## src/rtl/axi4_lite_pkg.sv

```systemverilog
// Shared AXI4-Lite types: response codes, master FSM states and default widths.
package axi4_lite_pkg;

  localparam int unsigned ADDR_W_DEF = 4;
  localparam int unsigned DATA_W_DEF = 32;

  typedef enum logic [1:0] {
    OKAY   = 2'b00,
    EXOKAY = 2'b01,
    SLVERR = 2'b10,
    DECERR = 2'b11
  } resp_e;

  typedef enum logic [2:0] {
    StIdle,
    StWrReq,
    StWrResp,
    StRdReq,
    StRdResp,
    StDone
  } mst_state_e;

endpackage

```

## src/rtl/rr_arb2.sv

```systemverilog
// Combinational two-way round-robin arbiter; a tie goes to the requester not granted last.
module rr_arb2 (
  input  logic [1:0] req_i,
  input  logic       last_grant_i,
  output logic [1:0] winner_o
);

  always_comb begin
    winner_o = 2'b00;
    unique case (req_i)
      2'b01:   winner_o = 2'b01;
      2'b10:   winner_o = 2'b10;
      2'b11:   winner_o = last_grant_i ? 2'b01 : 2'b10;
      default: winner_o = 2'b00;
    endcase
  end

endmodule

```

## src/rtl/axi4_lite_master_arb2.sv

```systemverilog
// Two-requester AXI4-Lite master: round-robin grant, one outstanding transaction,
// read data and error flag returned to the owning requester.
module axi4_lite_master_arb2
  import axi4_lite_pkg::*;
#(
  parameter int unsigned ADDR_W = ADDR_W_DEF,
  parameter int unsigned DATA_W = DATA_W_DEF
) (
  input  logic                ACLK,
  input  logic                ARESET,
  input  logic [1:0]          req,
  input  logic [1:0]          we,
  input  logic [2*ADDR_W-1:0] addr,
  input  logic [2*DATA_W-1:0] wdata,
  output logic [1:0]          gnt,
  output logic [1:0]          done,
  output logic                err,
  output logic [DATA_W-1:0]   rdata,
  output logic [ADDR_W-1:0]   AWADDR,
  output logic                AWVALID,
  input  logic                AWREADY,
  output logic [DATA_W-1:0]   WDATA,
  output logic                WVALID,
  input  logic                WREADY,
  input  logic [1:0]          BRESP,
  input  logic                BVALID,
  output logic                BREADY,
  output logic [ADDR_W-1:0]   ARADDR,
  output logic                ARVALID,
  input  logic                ARREADY,
  input  logic [DATA_W-1:0]   RDATA,
  input  logic [1:0]          RRESP,
  input  logic                RVALID,
  output logic                RREADY
);

  mst_state_e        state_q;
  logic              last_grant_q;
  logic [ADDR_W-1:0] addr_q;
  logic [DATA_W-1:0] wdata_q;
  logic              aw_done_q;
  logic              w_done_q;
  logic [1:0]        winner;
  logic              win_idx;

  rr_arb2 u_rr_arb2 (
    .req_i        (req),
    .last_grant_i (last_grant_q),
    .winner_o     (winner)
  );

  assign win_idx = winner[1];
  assign AWADDR  = addr_q;
  assign ARADDR  = addr_q;
  assign WDATA   = wdata_q;

  always_ff @(posedge ACLK) begin
    if (ARESET) begin
      state_q      <= StIdle;
      last_grant_q <= 1'b1;
      addr_q       <= '0;
      wdata_q      <= '0;
      aw_done_q    <= 1'b0;
      w_done_q     <= 1'b0;
      gnt          <= 2'b00;
      done         <= 2'b00;
      err          <= 1'b0;
      rdata        <= '0;
      AWVALID      <= 1'b0;
      WVALID       <= 1'b0;
      BREADY       <= 1'b0;
      ARVALID      <= 1'b0;
      RREADY       <= 1'b0;
    end else begin
      done <= 2'b00;
      unique case (state_q)
        StIdle: begin
          if (winner != 2'b00) begin
            addr_q       <= addr[win_idx*ADDR_W +: ADDR_W];
            wdata_q      <= wdata[win_idx*DATA_W +: DATA_W];
            gnt          <= winner;
            last_grant_q <= win_idx;
            aw_done_q    <= 1'b0;
            w_done_q     <= 1'b0;
            if (we[win_idx]) begin
              state_q <= StWrReq;
              AWVALID <= 1'b1;
              WVALID  <= 1'b1;
            end else begin
              state_q <= StRdReq;
              ARVALID <= 1'b1;
            end
          end
        end
        StWrReq: begin
          if (AWVALID && AWREADY) begin
            AWVALID   <= 1'b0;
            aw_done_q <= 1'b1;
          end
          if (WVALID && WREADY) begin
            WVALID   <= 1'b0;
            w_done_q <= 1'b1;
          end
          // Address and data may complete in either order or together.
          if ((aw_done_q || (AWVALID && AWREADY)) && (w_done_q || (WVALID && WREADY))) begin
            state_q <= StWrResp;
            BREADY  <= 1'b1;
          end
        end
        StWrResp: begin
          if (BVALID) begin
            err     <= BRESP[1];
            BREADY  <= 1'b0;
            done    <= gnt;
            state_q <= StDone;
          end
        end
        StRdReq: begin
          if (ARREADY) begin
            ARVALID <= 1'b0;
            RREADY  <= 1'b1;
            state_q <= StRdResp;
          end
        end
        StRdResp: begin
          if (RVALID) begin
            rdata   <= RDATA;
            err     <= RRESP[1];
            RREADY  <= 1'b0;
            done    <= gnt;
            state_q <= StDone;
          end
        end
        StDone: begin
          gnt     <= 2'b00;
          state_q <= StIdle;
        end
        default: state_q <= StIdle;
      endcase
    end
  end

endmodule
```

## config.mk

```make
export PLATFORM = sky130hd
export DESIGN_NAME = axi4_lite_master_arb2
export DESIGN_NICKNAME = d
export VERILOG_FILES = /design/src/rtl/axi4_lite_pkg.sv /design/src/rtl/rr_arb2.sv /design/src/rtl/axi4_lite_master_arb2.sv
export SDC_FILE = /design/constraint.sdc
export NUM_CORES = 1
export LEC_CHECK = 0
export ABC_CLOCK_PERIOD_IN_PS = 2400
export CAP_MARGIN = 20
export CORE_MARGIN = 1
export CORE_UTILIZATION = 42
export CTS_CLUSTER_SIZE = 30
export DETAILED_ROUTE_END_ITERATION = 7
export GPL_ROUTABILITY_DRIVEN = 0
export PLACE_DENSITY = 0.95
export RECOVER_POWER = 100
export SLEW_MARGIN = 15
export SYNTH_ARGS = -nofsm -noshare
export SYNTH_HDL_FRONTEND = slang
export SYNTH_SLANG_ARGS = --single-unit
export TNS_END_PERCENT = 100
```

## constraint.sdc

```tcl
create_clock -name ACLK -period 2.4 [get_ports ACLK]
set_clock_uncertainty 0.1 [all_clocks]
set_input_delay 0.48 -clock ACLK [delete_from_list [all_inputs] [get_ports ACLK]]
set_output_delay 0.48 -clock ACLK [all_outputs]
set_load 0.01 [all_outputs]
```

==> impl_metrics.ini <==
[yosys]
synth_sequential_area_ratio_pct = 45.3
syn_area_um2 = 3710
yosysWarnings = 0
post_synth_num_cell_types = 33
synth_flop_cell = dfxtp_1
netlist_instances = 393
synth.largest_area_cell = dfxtp_1
synth.avg_cell_area_um2 = 9.44
area_share_of_the_leading_cell_type_in_the_synthesized_netlist_pct = 45.3
post-synth-top-count-cell = dfxtp_1
synth_top_cells_by_count = dfxtp_1 (84), nand2_1 (72), nor2_1 (44)
synth_enable_flop_cells = 0
synth_area_leaders = dfxtp_1 (45%), a211oi_2 (12%), mux2i_1 (11%)
ys_async_sr_fraction_pct = 0
synth_nets = 512
synth-seq-cells = 84

[worst_setup_path]
cpPeakStageDelay_ns = 0.53
reg2reg_depth = 5
endpoint_type_of_the_worst_setup_path = register
reg2reg_slack_ns = 0.35
critical_path.slowest_cell = clkdlybuf4s50_1
critical_path_cell_count = 5
cp_class = in2reg
crit-reg2reg-launch = state_q[1]$_SDFFE_PP0P_
worst-path-buf-inv = 2
r2r_end = WDATA[6]$_SDFFE_PP0P_
worst-path-max-fanout = 30
crit_path_start_kind = input port
worstPathRequired_ns = 2.52
critical_path_arrival_ns = 2.31
cpLargestDelayFamily = compound AO/OA/AOI/OAI gates
worstPathCellList = clkdlybuf4s50_1 -> a21boi_1 -> buf_12 -> mux2i_1 -> a211oi_1

[timing]
setup_tns_ns = 0
timing_max_transition_violations_final = 0
setup_repair_after_global_routing_missed_its_margin = no
rel_slew_slack_pct = 62.3
timing.fmax_mhz = 458
timing_worst_slew_pin_value_ns = 0.565
setup_viol = 0
hold_violations = 0
layout_min_cycle_time_ns = 2.18
layout_worst_path_cycle_share_pct = 90.9

[global_routing]
grt_use_total_pct = 22.4
grt_use_met2_pct = 40.8
grt_pass1_wl_um = 15800
grt_max_degree = 37
grt_busiest_layer = met2
met1_usage_pct = 23.6
grt_overflow_total = 0
initial_antenna_violation_count = 0
global_route.usage.met3_pct = 7.27
via_count_of_the_first_global_routing_pass = 3432

[floorplan]
dieHeight_um = 96.0
fp.coreArea_um2 = 8380
design.portCount = 201
row_cnt = 33
die_x_um = 96.0
fp.dieArea_um2 = 9210
floorplan.initialDensity_pct = 44.3

[clocking]
cts.repair.resized = 0
clkSlewWorstSetupHoldPaths_ns = 0.08
clock_path_buffers = 2
tritoncts = yes
cts_htree_levels = 3
clock_tree.root_cell = clkbuf_8
ctsHoldBuffers = 0
cts.sink_count = 84
clk-insertion-delay-late_ns = 0.34
cts_made_buffers = 9
cts.repair_timing.setup_buffer_count = 0

[power]
share_clk_of_total_power_pct = 21.3
irDropWorstVdd_uv = 414
finalPower_mw = 5.24
seqPwrFrac_pct = 36.7
power_density_nw_per_um2 = 895
pwr-share-comb_pct = 42.0
p_sw_share_pct = 34.8
power.internal_mw = 3.42
leakage_power_nw = 2.34
p_switching_mw = 1.82

[worst_hold_path]
min_from = rdata[22]$_SDFFE_PP0P_
hold_path_end = rdata[22]$_SDFFE_PP0P_
hold_path_class = reg2reg
timing.hold.worst_path_depth = 2

[drt]
detailedRoute.firstPassIterationCount = 6
starting_drt_drc_count = 62
drt_drc_violations_left = 0
num_vias = 3508
drt-total-wl_um = 10600
route.detailed.vias_per_inst = 5.09
detail-route-antenna-nets = 0
wl_per_cell_um = 15.4

[layout]
synthToLayoutAreaGrowth_pct = 57.7
drive_gt1_share_pct = 9.93
antenna_diode_count = 0
final_core_utilization_pct = 69.8
finish.net_count = 698

[place]
post-dp-hpwl_um = 8310
port_buffers = 198

[outcome]
outcome = finished clean

[flow_run]
drv_cap = 0
## worst min-delay path, stage by stage (launching register included)
cell and delay (ns):
dfxtp_1 0.31, nand2_1 0.05, a21oi_1 0.05
## per-layer routing
layer	up-vias	wire (um)
met3	22	1090
met5	-	0
met4	0	246
met2	158	5150
met1	1598	4130
li1	1730	-
## power by group through the flow
stage                     registers [mW]  logic, mW  clock network (mW)
after global placement              1.94       2.31                   0
after CTS                           1.94       2.42                1.15
after floorplan                     2.03       1.43                   0
after global routing                1.96       2.41                1.19
after detailed placement            1.98       2.41                   0
final                               1.92       2.20                1.12
## layout by cell type (no fill, tap or decap), types with 3 or more instances in the layout
cell type / n
a211oi_1: 11
a211oi_2: 26
a21oi_1: 39
a31oi_1: 4
buf_4: 10
clkbuf_8: 10
clkdlybuf4s50_1: 115
dfxtp_1: 84
dlygate4sd3_1: 82
inv_1: 3
mux2i_1: 40
nand2_1: 72
nor2_1: 44
nor3_1: 7
nor3b_1: 4
o21ai_0: 5
## sequential cells by signal, summed over array words and instances, names as in the netlist, 2 cells and up
| register | cells |
|---|---|
| WDATA | 32 |
| rdata | 32 |
| ARADDR | 4 |
| state_q | 3 |
| done | 2 |
| gnt | 2 |
## cell families after synthesis
family                 share of synthesized area [%]
and+or+nand+nor                                 17.0
AOI/OAI and AO/OA                               19.9
DFF                                             45.3
muxes                                           11.1
buffers and inverters                           6.71
## stage by stage
stage,std cells,setup slack (ns),hold slack [ns],instance area [um^2]
3_5_place_dp,673,0.134,0.349,5710
6_report,689,0.218,0.355,5850
5_1_grt,689,0.189,0.381,5850
2_1_floorplan,393,0.782,0.379,3710
4_1_cts,689,0.480,0.361,5930
3_3_place_gp,673,0.211,0.343,5710
## worst max path at each step
stage                                  end  slack [ns]                  from
floorplan           ARADDR[0]$_SDFFE_PP0P_        0.78                req[1]
global placement    WDATA[26]$_SDFFE_PP0P_        0.21                req[1]
detailed placement   WDATA[6]$_SDFFE_PP0P_        0.13                req[0]
CTS                                AWVALID        0.48  AWVALID$_SDFFE_PP0P_
global route        ARADDR[1]$_SDFFE_PP0P_        0.19                req[1]
finish              ARADDR[1]$_SDFFE_PP0P_        0.22                req[1]
## final cells by class
| type | instances | area, um^2 |
|---|---|---|
| fill | 621 | 2530 |
| timing repair buffer | 210 | 2090 |
| multi-input combinational | 271 | 1710 |
| sequential | 84 | 1680 |
| clock buffer | 10 | 138 |
| tap | 105 | 131 |
| clock inverter | 6 | 87.6 |
| inverter | 3 | 11.3 |
Note: power is estimated with default switching activity, not from simulation.
